$ cat config.mk
export PLATFORM = sky130hd
export DESIGN_NAME = axi_wdata_allocator
export DESIGN_NICKNAME = d
export VERILOG_FILES = /design/src/rtl/axi_wdata_allocator.sv
export SDC_FILE = /design/constraint.sdc
export NUM_CORES = 1
export LEC_CHECK = 0
export BUFFER_PORTS_ARGS = -buffer_cell sky130_fd_sc_hd__clkbuf_2
export CAP_MARGIN = 20
export CORE_AREA = 2 2 288 290
export DETAILED_ROUTE_END_ITERATION = 10
export DIE_AREA = 0 0 290 292
export PLACE_DENSITY = 0.3
export SLEW_MARGIN = 25
export SYNTH_ARGS = -nofsm -noshare
export SYNTH_HDL_FRONTEND = slang
export SYNTH_SLANG_ARGS = --single-unit
export TNS_END_PERCENT = 1
$ cat constraint.sdc
create_clock -name clk -period 8.7 [get_ports clk]
set_clock_uncertainty 0.1 [all_clocks]
set_input_delay 0.435 -clock clk [delete_from_list [all_inputs] [get_ports clk]]
set_output_delay 0.435 -clock clk [all_outputs]
set_load 0.03 [all_outputs]
$ cat src/rtl/axi_wdata_allocator.sv
// rtl/axi_wdata_allocator.sv - W-channel allocator steered by an in-order FIFO of AW-granted source IDs
module axi_wdata_allocator #(
    parameter int N_TARG_PORT = 8,
    parameter int FIFO_DEPTH  = 8,
    parameter int AXI_DATA_W  = 64,
    parameter int AXI_USER_W  = 6
) (
    input  logic                                 clk,
    input  logic                                 rst_n,
    input  logic [N_TARG_PORT*AXI_DATA_W-1:0]    wdata_i,
    input  logic [N_TARG_PORT*AXI_DATA_W/8-1:0]  wstrb_i,
    input  logic [N_TARG_PORT-1:0]               wlast_i,
    input  logic [N_TARG_PORT*AXI_USER_W-1:0]    wuser_i,
    input  logic [N_TARG_PORT-1:0]               wvalid_i,
    output logic [N_TARG_PORT-1:0]               wready_o,
    output logic [AXI_DATA_W-1:0]                wdata_o,
    output logic [AXI_DATA_W/8-1:0]              wstrb_o,
    output logic                                 wlast_o,
    output logic [AXI_USER_W-1:0]                wuser_o,
    output logic                                 wvalid_o,
    input  logic                                 wready_i,
    input  logic                                 push_ID_i,
    input  logic [N_TARG_PORT-1:0]               ID_i,
    output logic                                 grant_FIFO_ID_o
);

    localparam int PTR_W  = $clog2(FIFO_DEPTH);
    localparam int STRB_W = AXI_DATA_W / 8;

    logic [N_TARG_PORT-1:0] id_mem [FIFO_DEPTH];
    logic [PTR_W-1:0]       wr_ptr;
    logic [PTR_W-1:0]       rd_ptr;
    logic [PTR_W:0]         count;
    logic                   full;
    logic                   empty;
    logic                   push;
    logic                   pop;
    logic [N_TARG_PORT-1:0] head;

    assign full  = (count == (PTR_W+1)'(FIFO_DEPTH));
    assign empty = (count == '0);
    // A push while full is dropped even if a pop frees a slot in the same cycle.
    assign push  = push_ID_i & ~full;
    assign pop   = ~empty & wvalid_o & wready_i & wlast_o;

    assign grant_FIFO_ID_o = ~full;

    always_ff @(posedge clk or negedge rst_n) begin
        if (!rst_n) begin
            wr_ptr <= '0;
            rd_ptr <= '0;
            count  <= '0;
            for (int i = 0; i < FIFO_DEPTH; i++) begin
                id_mem[i] <= '0;
            end
        end else begin
            if (push) begin
                id_mem[wr_ptr] <= ID_i;
                wr_ptr         <= wr_ptr + PTR_W'(1);
            end
            if (pop) begin
                rd_ptr <= rd_ptr + PTR_W'(1);
            end
            case ({push, pop})
                2'b10:   count <= count + (PTR_W+1)'(1);
                2'b01:   count <= count - (PTR_W+1)'(1);
                default: count <= count;
            endcase
        end
    end

    // Empty reads as an all-zero head so every output collapses to its idle value.
    assign head     = empty ? '0 : id_mem[rd_ptr];
    assign wvalid_o = |(wvalid_i & head);
    assign wready_o = head & {N_TARG_PORT{wready_i}};

    always_comb begin
        wdata_o = '0;
        wstrb_o = '0;
        wuser_o = '0;
        wlast_o = 1'b0;
        for (int i = 0; i < N_TARG_PORT; i++) begin
            wdata_o = wdata_o | (wdata_i[i*AXI_DATA_W +: AXI_DATA_W] & {AXI_DATA_W{head[i]}});
            wstrb_o = wstrb_o | (wstrb_i[i*STRB_W +: STRB_W] & {STRB_W{head[i]}});
            wuser_o = wuser_o | (wuser_i[i*AXI_USER_W +: AXI_USER_W] & {AXI_USER_W{head[i]}});
            wlast_o = wlast_o | (wlast_i[i] & head[i]);
        end
    end

endmodule

# Word-level counts from Yosys, hierarchy flattened
# Index checks and enable logic that the tools add are counted.
dict set report totals {
  ff_bits 74
  in_bits 652
  output_inout_bits 89
  elab_cells 103
}
dict set report classes {
  addsub 4
  n_lt_le_gt_ge 3
  n_eq_ne 3
  mux 8
  n_bitwise 70
  reduce_logical 4
}
# cell count
set op_table {}
lappend op_table {{$and A64 B64 Y64} 8}
lappend op_table {{$or A64 B64 Y64} 7}
lappend op_table {{$and A8 B8 Y8} 10}
lappend op_table {{$bwmux W64} 1}
lappend op_table {{$or A8 B8 Y8} 7}
lappend op_table {{$and A6 B6 Y6} 8}
lappend op_table {{$or A6 B6 Y6} 7}
lappend op_table {{$mux W8} 4}
lappend op_table {{$bmux W8 S3} 1}
lappend op_table {{$demux W8 S3} 1}
lappend op_table {{$and A1 B1 Y1} 12}
lappend op_table {{$ge A4 B4 Y1 const B} 2}
lappend op_table {{$not A3 Y4} 2}
lappend op_table {{$pmux W4 S2} 1}
lappend op_table {{$reduce_or A8 Y1} 1}
lappend op_table {{$or A1 B1 Y1} 7}
lappend op_table {{$add A3 B1 Y3 const B} 2}
lappend op_table {{$add A4 B1 Y4 const B} 1}
lappend op_table {{$eq A4 B4 Y1 const B} 1}
lappend op_table {{$logic_not A4 Y1} 1}
lappend op_table {{$lt A4 B1 Y1 const B} 1}
lappend op_table {{$sub A4 B1 Y4 const B} 1}
lappend op_table {{$eq A2 B1 Y1 const B} 1}
lappend op_table {{$eq A2 B2 Y1 const B} 1}
lappend op_table {{3 further kinds} 4}

# Depth between registers and ports, before layout
# Gate-level depths: netlist of run 1.
dict set report logic_depth {
  ltp_word 16
  ltp_mapped 16
  depth_no_buf 14
}

# Least setup slack after synthesis of run 1
# OpenSTA, ideal clock, no wires.
dict set report synth_path {
  path_kind {register to register}
  start {register rd_ptr[0]}
  end {register count[3]}
  setup_ns 0.126
  t_arrival_ns 3.357
  t_required_ns 8.474
  path_slack_ns 5.117
  stages_incl_launch_ff 17
  period_less_slack_ns 3.583
  cell_sequence {dfrtp_1 -> buf_4 -> buf_4 -> mux2_1 -> o22ai_1 -> nor3_2 -> a222oi_1 -> nand3_1 -> nand3_2 -> inv_1 -> ha_1 -> ha_1 -> a21o_1 -> a21oi_1 -> xnor2_1 -> nor2_1 -> xor2_1}
}
dict set report synth_between {
  elab_chain_cells 16
  elab_cells_between_ends 29
}
# item line
set synth_lines {}
lappend synth_lines {{start, declared} 32} ;# logic [PTR_W-1:0] rd_ptr;
lappend synth_lines {{start signal, assigned} 62} ;# rd_ptr <= rd_ptr + PTR_W'(1);
lappend synth_lines {{$not A3 Y4 (not written as such) (*)} 73} ;# assign head = empty ? '0 : id_mem[rd_ptr];
lappend synth_lines {{$bmux W8 S3 (*)} 73}
lappend synth_lines {{$mux W8 (not written as such) (*) (2 in a row)} 73}
lappend synth_lines {{$mux W8 (*)} 73}
lappend synth_lines {{$and A1 B1 Y1} 86} ;# wlast_o = wlast_o | (wlast_i[i] & head[i]);
lappend synth_lines {{$or A1 B1 Y1 (6 in a row)} 86}
lappend synth_lines {{$or A1 B1 Y1 (*)} 86}
lappend synth_lines {{via wlast_o} 18} ;# output logic wlast_o,
lappend synth_lines {{$and A1 B1 Y1 (*)} 44} ;# assign pop = ~empty & wvalid_o & wready_i & wlast_o;
lappend synth_lines {{via pop} 37} ;# logic pop;
lappend synth_lines {{$eq A2 B1 Y1 or $eq A2 B2 Y1 (tied branches)} 64} ;# case ({push, pop})
lappend synth_lines {{$pmux W4 S2 or $reduce_bool A2 Y1 (tied branches)} n/a}
lappend synth_lines {{end signal, assigned} 65} ;# 2'b10: count <= count + (PTR_W+1)'(1);
lappend synth_lines {{end signal, assigned} 66} ;# 2'b01: count <= count - (PTR_W+1)'(1);
lappend synth_lines {{end signal, assigned} 67} ;# default: count <= count;
lappend synth_lines {{end, declared} 33} ;# logic [PTR_W:0] count;
# Mark *: on every way through the listed nets, which the timed path passes. The rest lies on a longest branch. The select of a mux whose other input is x is not followed.
# A chain may end at the register's enable or synchronous reset.

# Worst setup path after layout of run 1
dict set report layout_path {
  start {register rd_ptr[0]}
  end {output port wstrb_o[0]}
}
dict set report layout_between {
  elab_chain_cells 13
  elab_cells_between_ends 20
}
# item line
set layout_lines {}
lappend layout_lines {{$not A3 Y4 (not written as such) (*)} 73}
lappend layout_lines {{$bmux W8 S3 (*)} 73}
lappend layout_lines {{$mux W8 (not written as such) (*) (2 in a row)} 73}
lappend layout_lines {{$mux W8 (*)} 73}
lappend layout_lines {{$and A8 B8 Y8} 84} ;# wstrb_o = wstrb_o | (wstrb_i[i*STRB_W +: STRB_W] & {STRB_W{head[i]}});
lappend layout_lines {{$or A8 B8 Y8 (6 in a row)} 84}
lappend layout_lines {{$or A8 B8 Y8 (*)} 84}
lappend layout_lines {{end, declared} 17} ;# output logic [AXI_DATA_W/8-1:0] wstrb_o,
# Every way passes the cells marked *; elsewhere a longest branch is shown, timed or not. The select of a mux whose other input is x is not followed.

==> run_results.csv, run 1 <==
group,metric,value,unit
cts,clock_path_buffers,2,
cts,insertion_delay,0.34,ns
die,initial_core_util,7.889,%
critical_path,crit_path_end_kind,"primary output",
cts,htree_levels,3,
final_layout,finalNonFillerCells,2428,
logic_synthesis,async_flop_share,100.0,%
placed_design,hpwl,59820,um
critical_path,r2r_setup_slack,4.43,ns
critical_path,crit_path_start_kind,"register",
logic_synthesis,synthTopCellsByArea,"dfrtp_1, a222oi_1, mux2_2, a22oi_1, nand3_1",
timing,tns,0,ns
timing,tightestPinTransition,1.046,ns
die,num_rows,105,
critical_path,criticalPathCategory,"register to primary output",
die,die_width,290,um
critical_path,crit_end,"wstrb_o[0]",
hold_path,hp-class,"input pin to async pin",
status,status,"finished clean",
die,die_area,84680,um2
critical_path,crit_start,"rd_ptr[0]",
critical_path,reg2regPathDepth,15,
critical_path,crit_slowest_cell,"dfrtp_1",
logic_synthesis,avgSynthCellArea,10.09,um2
timing,period_share,57.10,%
logic_synthesis,synthCells,638,
global_routing,overflow,0,
critical_path,critical_path_arrival,4.43,ns
critical_path,crit_buf_inv,4,
logic_synthesis,ys.flop_type,"dfrtp_1",
cts,clk_pin_slew,0.06,ns
timing,fin_crit,4.967,ns
cts,tritoncts,"built",
cts,cts_resized,0,
logic_synthesis,synth_edf_count,0,
placed_design,gp_congestion,0.9539,
die,die_h,292,um
route,drtIter0Drc,1346,
final_layout,final_layout_size_suffix_gt1_share,65.33,%
critical_path,worst-path-stages,9,
critical_path,path_delay_family,"buffers and inverters",
placed_design,io_buffers,740,
power,ir_drop,0.3741,mV
logic_synthesis,synth_nets,1296,
critical_path,worstPathCellList,"buf_4 > mux2_1 > o22ai_1 > nor3_4 > buf_4 > buf_4 > a222oi_1 > nand3_1 > clkbuf_2",
critical_path,crit_top_cell,"buf_4",
timing,holdWs,0.1401,ns
power,p_leak,0.005542,uW
logic_synthesis,ys_seq_area_share,28.77,%
logic_synthesis,yosys.cell_types.count,35,
logic_synthesis,synth_area,6436,um2
power,power_density,597.6,nW/um2
global_routing,antenna_found_initial,35,
timing,slew_headroom,29.90,%
timing,rsz0062_at_grt,"no",
logic_synthesis,synth_warnings,0,
route,vias,10212,
job,maxCapViolCount,0,
route,ant_nets,0,
logic_synthesis,yosysTopAreaCell,"dfrtp_1",
cts,post_cts_buffers,0,
die,coreArea,81580,um2
route,drc_errors,0,
timing,fmax,0.2013,GHz
timing,slew_violations,0,
critical_path,r2r-end,"count[3]",
cts,ctsHoldBuffers,0,
timing,hold_viol_final,0,
global_routing,grt_max_degree,75,
route,firstDrtPassIters,10,
final_layout,layout.nets,2000,
global_routing,grt_pass1_vias,10513,
final_layout,synthToLayoutAreaGrowth,83.51,%
global_routing,grt_pass1_wl,93330,um
cts,cts_buffers,9,
critical_path,crit_fanout,35,
critical_path,reg2reg_from,"rd_ptr[0]",
route,avgRoutedWirePerCell,29.26,um
power,report.power.total,7059,uW
critical_path,crit_required,8.17,ns
cts,cts-root-buf,"clkbuf_16",
global_routing,grt_usage,15.89,%
route,viasPerCell,4.206,
logic_synthesis,ys_ff_latch,74,
die,pin_count,741,
timing,setup_viol,0,
critical_path,critPathMaxStageDelay,0.82,ns
logic_synthesis,synth_top_area_share,28.77,%
route,routed_wl,71040,um
cts,cts.sinks,74,
placed_design,placed_cells,2401,
==> routing by layer <==
| layer | wire (um) | global-route usage [%] | share of wire [%] |
|---|---|---|---|
| met1 | 28980 | 19.47 | 41 |
| met2 | 34220 | 27.52 | 48 |
| met3 | 5609 | 3.836 | 7.9 |
| met4 | 2169 | 4.586 | 3.1 |
| met5 | 69 | 0 | 0.097 |
==> stage by stage <==
| step | cell area, um2 | utilization (%) | setup slack (ns) |
|---|---|---|---|
| after floorplan | 6436 | - | 5.117 |
| after global placement | 11450 | 14.03 | 3.898 |
| after detailed placement | 11450 | 14.03 | 3.891 |
| after CTS | 11780 | 14.44 | 3.539 |
| after global routing | 11800 | 14.47 | 3.499 |
| final | 11810 | 14.48 | 3.733 |
==> placed cells by master (no fill, tap or decap), types with 10 or more instances in the layout <==
| cell | instances |
|---|---|
| dfrtp_1 | 74 |
| buf_4 | 24 |
| clkbuf_2 | 740 |
| nand3_1 | 81 |
| diode_2 | 11 |
| a22oi_1 | 80 |
| o22ai_1 | 10 |
| a222oi_1 | 160 |
| mux2_2 | 78 |
==> how the worst min path moves through the flow <==
stage	start	to	slack (ns)
after floorplan	rst_n	count[0]	0.04
after global placement	id_mem[60]	id_mem[60]	0.38
after detailed placement	id_mem[11]	id_mem[11]	0.39
after CTS	rst_n	id_mem[35]	0.30
after global routing	rst_n	id_mem[35]	0.21
final	rst_n	id_mem[35]	0.14
==> power breakdown <==
part | switching [uW] | leakage [uW] | total, uW | internal [uW]
logic | 4170 | 0.00449 | 5980 | 1800
registers | 143 | 0.000888 | 664 | 521
clock network | 151 | 0.000163 | 418 | 267
total | 4470 | 0.00554 | 7060 | 2590
==> state kept, by name, summed over array words and instances (netlist names) <==
register  flops
rd_ptr        3
wr_ptr        3
count         4
id_mem       64
==> synth_stat cells (all sizes together) (7+ instances only) <==
cell,count
a222oi,160
mux2,85
nand3,82
a22oi,80
dfrtp,74
clkbuf,57
buf,16
o22ai,10
and2,9
nand2,9
nor3,7
==> worst register-to-register path: cells and delay by family, from the launching register on <==
family                     cells  cell delay, ns
AOI/OAI and AO/OA              3            0.77
DFF                            1            0.82
muxes                          2            0.86
adders and majority gates      2            0.48
and+or+nand+nor                4            0.51
xor gates and xnor gates       2            0.28
buffers and inverters          2            0.34
==> logic make-up (layout without fill, tap and decap cells) <==
kind of cell	after synthesis	count (layout)	share of synthesized area (%)
compound gates	253	253	35.46
xor+xnor	8	8	1.089
fa+ha+maj	6	6	1.283
buf+inv	78	787	4.938
flops	74	74	28.77
mux	95	95	17.59
other cells	0	11	0
simple gates	124	124	10.87
==> layout make-up <==
| cell class | count | area (um2) |
|---|---|---|
| tap | 1070 | 1339 |
| multi-input combinational | 486 | 4329 |
| clock inverter | 4 | 73.82 |
| antenna | 11 | 27.53 |
| sequential | 74 | 1852 |
| fill | 9432 | 69770 |
| inverter | 5 | 18.77 |
| clock buffer | 12 | 256.5 |
| timing repair buffer | 766 | 3915 |
No activity file was read; power rests on OpenSTA's default activity.
==> inputs of run 2 (changes only) <==
--- a/config.mk
+++ b/config.mk
@@ -5,12 +5,13 @@
 export SDC_FILE = /design/constraint.sdc
 export NUM_CORES = 1
 export LEC_CHECK = 0
+export ABC_AREA = 1
 export BUFFER_PORTS_ARGS = -buffer_cell sky130_fd_sc_hd__clkbuf_2
 export CAP_MARGIN = 20
-export CORE_AREA = 2 2 288 290
+export CORE_AREA = 2 2 285 287
 export DETAILED_ROUTE_END_ITERATION = 10
-export DIE_AREA = 0 0 290 292
-export PLACE_DENSITY = 0.3
+export DIE_AREA = 0 0 287 289
+export PLACE_DENSITY = 0.32
 export SLEW_MARGIN = 25
 export SYNTH_ARGS = -nofsm -noshare
 export SYNTH_HDL_FRONTEND = slang
==> constraint.sdc (replaced) <==
create_clock -name clk -period 4.4 [get_ports clk]
set_clock_uncertainty 0.1 [all_clocks]
set_input_delay 0.22 -clock clk [delete_from_list [all_inputs] [get_ports clk]]
set_output_delay 0.22 -clock clk [all_outputs]
set_load 0.03 [all_outputs]
==> run_results.csv, run 2 <==
group,metric,value,unit
status,status,"finished clean",
final_layout,largest_reg_flops,64,
route,vias,12958,
die,num_rows,104,
logic_synthesis,synth_most_common_cell,"nand2_1",
power,power.switching,465.5,uW
cts,clock_path_buffers,2,
logic_synthesis,synth_commonest_cells,"nand2_1, inv_1, nor2_1",
critical_path,worst-path-stages,13,
critical_path,crit_top_cell,"nand2_1",
final_layout,synthToLayoutAreaGrowth,61.11,%
power,p_leak,0.008038,uW
cts,htree_levels,3,
timing,tightestPinTransition,0.9665,ns
cts,tritoncts,"built",
critical_path,reg2reg_from,"rd_ptr[0]",
die,initial_core_util,10.92,%
placed_design,placed_cells,3303,
cts,cts.sinks,74,
final_layout,final_layout_size_suffix_gt1_share,36.42,%
critical_path,crit_required,4.08,ns
critical_path,crit_path_start_kind,"register",
logic_synthesis,synth_warnings,0,
power,pwr-share-seq,34.8,%
critical_path,crit_fanout,33,
die,die_area,82940,um2
placed_design,gp_congestion,0.9516,
global_routing,grt_pass1_vias,13334,
hold_path,hp-class,"input pin to register",
power,power_frac_clock,44.7,%
timing,holdWs,0.1524,ns
critical_path,r2r_setup_slack,0.72,ns
timing,slew_violations,0,
final_layout,finalNonFillerCells,3331,
die,pin_count,741,
cts,cts-root-buf,"clkbuf_16",
logic_synthesis,avgSynthCellArea,5.622,um2
critical_path,reg2regPathDepth,21,
global_routing,use_met3,3.283,%
timing,tns,0,ns
logic_synthesis,synthCells,1552,
cts,cts_buffers,9,
cts,clk_pin_slew,0.06,ns
die,die_width,287,um
placed_design,place_ws,0.6255,ns
hold_path,hold_depth,3,
route,drc_errors,0,
logic_synthesis,synth_nets,2210,
final_layout,layout_common_cells,"clkbuf_2, nand2_1, inv_1",
critical_path,crit_path_end_kind,"primary output",
power,power_density,139.2,nW/um2
final_layout,reg_top3,"id_mem (64), count (4)",
logic_synthesis,ys.flop_type,"dfrtp_1",
route,ant_nets,0,
route,routed_wl,72700,um
route,drtIter0Drc,592,
final_layout,n_fill_cell,9594,
die,coreArea,79900,um2
die,die_h,289,um
logic_synthesis,synth_edf_count,0,
power,p_sw_share,23.79,%
final_layout,layout.nets,2913,
global_routing,grt_max_degree,70,
global_routing,overflow,0,
logic_synthesis,ys_seq_area_share,21.22,%
timing,hold_viol_final,0,
logic_synthesis,synthTopCellsByArea,"dfrtp_1, nand2_1, inv_1, nand4_1, nor2_1",
final_layout,regMostFlops,"id_mem",
timing,worst_slack,0.3894,ns
global_routing,grt.met2_usage,28.99,%
hold_path,hold_start,"wready_i",
critical_path,worstPathCellList,"inv_4 > nand2_1 > nand2_1 > nand2_1 > nand3_1 > nand3_2 > clkinv_2 > buf_4 > nand2_1 > o21ai_0 > a21oi_1 > nand4_1 > clkbuf_2",
logic_synthesis,yosysTopAreaCell,"dfrtp_1",
critical_path,crit_slowest_cell,"dfrtp_1",
global_routing,grt_pass1_wl,97860,um
critical_path,r2r-end,"count[3]",
timing,setup_viol,0,
power,report.power.total,1957,uW
global_routing,grtUsageMet1,20.00,%
power,p_comb_share,20.5,%
critical_path,critPathMaxStageDelay,0.70,ns
timing,fmax,0.2493,GHz
global_routing,grt_usage,16.51,%
critical_path,critical_path_arrival,3.69,ns
cts,insertion_delay,0.34,ns
global_routing,busiest_layer,"met2",
logic_synthesis,synth_top_area_share,21.22,%
route,viasPerCell,3.890,
timing,fin_crit,4.011,ns
final_layout,layout_commonest_cell,"clkbuf_2",
job,maxCapViolCount,0,
hold_path,hold_end,"rd_ptr[2]",
logic_synthesis,async_flop_share,100.0,%
cts,cts_resized,0,
critical_path,criticalPathCategory,"register to primary output",
critical_path,path_delay_family,"buffers and inverters",
placed_design,io_buffers,740,
critical_path,crit_buf_inv,4,
power,intPower,1491,uW
power,ir_drop,0.1704,mV
route,avgRoutedWirePerCell,21.83,um
global_routing,antenna_found_initial,18,
timing,slew_headroom,35.37,%
placed_design,hpwl,60910,um
timing,rsz0062_at_grt,"no",
logic_synthesis,ys_ff_latch,74,
logic_synthesis,yosys.cell_types.count,28,
timing,period_share,91.15,%
logic_synthesis,synth_area,8726,um2
route,firstDrtPassIters,5,
run 2: cell types whose count changed after synthesis, sizes merged, moves of 54 or more:
cell,delta
buf,+54
nand2,+394
a22oi,-80
mux2,-85
a222oi,-160
nand4,+120
inv,+323
nor2,+161
a21oi,+56
o21ai,+148
run 2: worst max path at each step:
stage | from | endpoint | slack (ns)
final | rd_ptr[0] | wdata_o[4] | 0.39
after global routing | rd_ptr[0] | wstrb_o[1] | 0.02
after CTS | count[1] | wstrb_o[1] | 0.24
after detailed placement | count[1] | wstrb_o[1] | 0.63
after global placement | count[1] | wstrb_o[1] | 0.61
after floorplan | rd_ptr[0] | count[3] | 1.31
run 2: worst reg2reg max path, delay by kind of cell (launching register included):
family	cells	cell delay (ns)
adders and majority gates	2	0.55
AOI/OAI and AO/OA	1	0.22
DFF	1	0.70
and+or+nand+nor	14	1.29
buffers and inverters	3	0.58
xor gates and xnor gates	1	0.14
run 2: cell families (layout without fill, tap and decap cells):
logic type | Yosys count | after routing | synth area share [%]
xor+xnor | 6 | 6 | 0.6022
buf+inv | 421 | 1129 | 20.59
other cells | 0 | 11 | 0
simple gates | 746 | 746 | 37.08
flops | 74 | 74 | 21.22
compound gates | 299 | 299 | 19.56
fa+ha+maj | 6 | 6 | 0.9464
run 2: power groups by stage:
stage	logic (uW)	clock network [uW]	registers, uW
after detailed placement	402	0	693
final	402	874	681
after floorplan	52.7	0	693
after global routing	446	925	680
after CTS	407	899	680
after global placement	399	0	693
run 2: through the flow:
stage                     utilization (%)  cell area (um2)
final                               17.60            14060
after global routing                17.59            14050
after CTS                           17.56            14030
after detailed placement            17.11            13670
after global placement              17.06            13630
after floorplan                         -             8726
run 2: final cells by class:
| class | instances | area [um2] | share of cell area, % |
|---|---|---|---|
| clock buffers | 11 | 252.7 | 1.798 |
| diodes | 11 | 27.53 | 0.1958 |
| flip-flops and latches | 74 | 1852 | 13.17 |
| repair buffers | 785 | 4146 | 29.49 |
| well taps | 1060 | 1326 | 9.434 |
| inverters | 328 | 1239 | 8.811 |
| multi-input cells | 1057 | 5115 | 36.38 |
| clock inverters | 5 | 100.1 | 0.7120 |
run 2: routing by layer:
layer / up-vias / part of all wire, %
met2: 471 / 49
met4: 2 / 3.3
met1: 6028 / 41
met5: - / 0.0096
li1: 6390 / -
met3: 67 / 6.0
run 2: timing repair:
item | CTS | global route
setup endpoints to repair | 0 | 0
hold buffers | 1 | 0
buffers inserted | 0 | 0
endpoints found under the hold margin | 23 | 0
==> inputs of run 3 (changes only) <==
--- a/config.mk
+++ b/config.mk
@@ -5,13 +5,12 @@
 export SDC_FILE = /design/constraint.sdc
 export NUM_CORES = 1
 export LEC_CHECK = 0
-export ABC_AREA = 1
 export BUFFER_PORTS_ARGS = -buffer_cell sky130_fd_sc_hd__clkbuf_2
 export CAP_MARGIN = 20
-export CORE_AREA = 2 2 285 287
+export CORE_AREA = 2 2 288 290
 export DETAILED_ROUTE_END_ITERATION = 10
-export DIE_AREA = 0 0 287 289
-export PLACE_DENSITY = 0.32
+export DIE_AREA = 0 0 290 292
+export PLACE_DENSITY = 0.3
 export SLEW_MARGIN = 25
 export SYNTH_ARGS = -nofsm -noshare
 export SYNTH_HDL_FRONTEND = slang
==> run_results.csv, run 3 (synthesized netlist as in run 1, its figures left out) <==
group,metric,value,unit
placed_design,placed_cells,2405,
timing,holdWs,0.1137,ns
route,avgRoutedWirePerCell,29.40,um
global_routing,grt_max_degree,80,
global_routing,grt_usage,16.07,%
timing,period_share,95.43,%
cts,insertion_delay,0.34,ns
timing,fin_crit,4.199,ns
global_routing,grt_pass1_vias,10737,
cts,cts.sinks,74,
global_routing,antenna_found_initial,34,
cts,cts-root-buf,"clkbuf_16",
critical_path,crit_path_start_kind,"register",
placed_design,hpwl,59670,um
route,ant_nets,0,
timing,setup_viol,0,
critical_path,path_delay_family,"buffers and inverters",
critical_path,worstPathCellList,"buf_4 > mux4_2 > mux2i_1 > nor2_4 > buf_12 > a222oi_1 > buf_4 > nand3_1 > clkbuf_2",
die,die_area,84680,um2
cts,htree_levels,3,
route,routed_wl,71670,um
placed_design,gp_congestion,0.9418,
critical_path,crit_slowest_cell,"a222oi_1",
timing,slew_violations,0,
critical_path,crit_required,4.08,ns
global_routing,overflow,0,
die,coreArea,81580,um2
cts,post_cts_buffers,0,
timing,rsz0062_at_grt,"no",
final_layout,reg_top3,"id_mem (64), count (4)",
final_layout,regMostFlops,"id_mem",
critical_path,critical_path_arrival,3.88,ns
timing,hold_viol_final,0,
hold_path,hp-class,"input pin to async pin",
global_routing,grt_pass1_wl,94140,um
placed_design,io_buffers,740,
route,drtIter0Drc,1312,
cts,clk_pin_slew,0.06,ns
cts,tritoncts,"built",
critical_path,crit_top_cell,"buf_4",
power,p_leak,0.005632,uW
status,status,"finished clean",
power,power_density,1213,nW/um2
final_layout,largest_reg_flops,64,
cts,cts_buffers,9,
final_layout,final_layout_size_suffix_gt1_share,65.46,%
final_layout,layout_common_cells,"clkbuf_2, a222oi_1, nand3_1",
critical_path,criticalPathCategory,"register to primary output",
final_layout,synthToLayoutAreaGrowth,86.99,%
final_layout,finalNonFillerCells,2438,
timing,slew_headroom,40.67,%
die,die_h,292,um
die,num_rows,105,
route,viasPerCell,4.174,
critical_path,crit_fanout,79,
cts,clock_path_buffers,2,
job,maxCapViolCount,0,
critical_path,critPathMaxStageDelay,0.86,ns
timing,fmax,0.2382,GHz
route,drc_errors,0,
critical_path,crit_buf_inv,4,
final_layout,layout.nets,2005,
timing,tightestPinTransition,0.8899,ns
route,vias,10175,
final_layout,layout_commonest_cell,"clkbuf_2",
die,die_width,290,um
timing,tns,0,ns
die,initial_core_util,7.889,%
route,firstDrtPassIters,8,
final_layout,utilization,14.75,%
critical_path,crit_path_end_kind,"primary output",
die,pin_count,741,
power,ir_drop,0.7544,mV
run 3: cell count changes in the layout (fill, tap and decap cells not counted), sizes merged, moves of 28 or more:
cell	before	now
a211oi	29	0
a21oi	57	1
a222oi	0	160
a22oi	0	80
inv	324	5
mux2	0	85
nand2	403	9
nand3	54	82
nand4	122	2
nor2	167	6
o21ai	149	1
o22ai	49	10
run 3: final timing paths:
| check | start | to | slack (ns) | cells past startpoint |
|---|---|---|---|---|
| max | rd_ptr[0] | wdata_o[38] | 0.20 | 9 |
| min | rst_n | id_mem[2] | 0.11 | 2 |
| max reg2reg | rd_ptr[0] | count[3] | 0.60 | 15 |
| min reg2reg | id_mem[7] | id_mem[7] | 0.41 | 1 |
| max in group asynchronous | rst_n | id_mem[35] | 3.15 | 3 |
| min in group clk | ID_i[5] | id_mem[21] | 0.15 | 2 |
run 3: stage by stage:
stage | power [uW] | area (um2) | setup WS, ns
2_1_floorplan | 8251 | 6436 | 0.8166
3_3_place_gp | 13870 | 11590 | 0.4931
3_5_place_dp | 13910 | 11590 | 0.6080
4_1_cts | 14910 | 11990 | 0.2755
5_1_grt | 15440 | 12020 | 0.08736
6_report | 14600 | 12040 | 0.2012
run 3: layout make-up:
class                   count  area, um2
flip-flops and latches     74       1852
clock buffers              12      266.5
multi-input cells         486       4344
well taps                1070       1339
repair buffers            771       4055
fillers                  9382      69550
diodes                     16      40.04
inverters                   5      18.77
clock inverters             4      120.1
run 3: layer usage:
| metal | track usage (%) | vias up | wire length [um] |
|---|---|---|---|
| li1 | - | 4337 | - |
| met1 | 19.40 | 5076 | 28750 |
| met2 | 28.02 | 665 | 35360 |
| met3 | 3.593 | 87 | 5239 |
| met4 | 5.526 | 10 | 2251 |
| met5 | 0 | - | 68 |
run 3: report_power, final:
group          leakage [uW]  total, uW  switching, uW  internal (uW)
logic               0.00455      12300           8440           3870
registers          0.000888       1330            300           1030
clock network      0.000189        952            293            658
total               0.00563      14600           9040           5560
run 3: what timing repair did:
action | in CTS | in global routing
gates resized for setup | 0 | 0
hold endpoints to repair | 1 | 0
hold buffers | 1 | 0
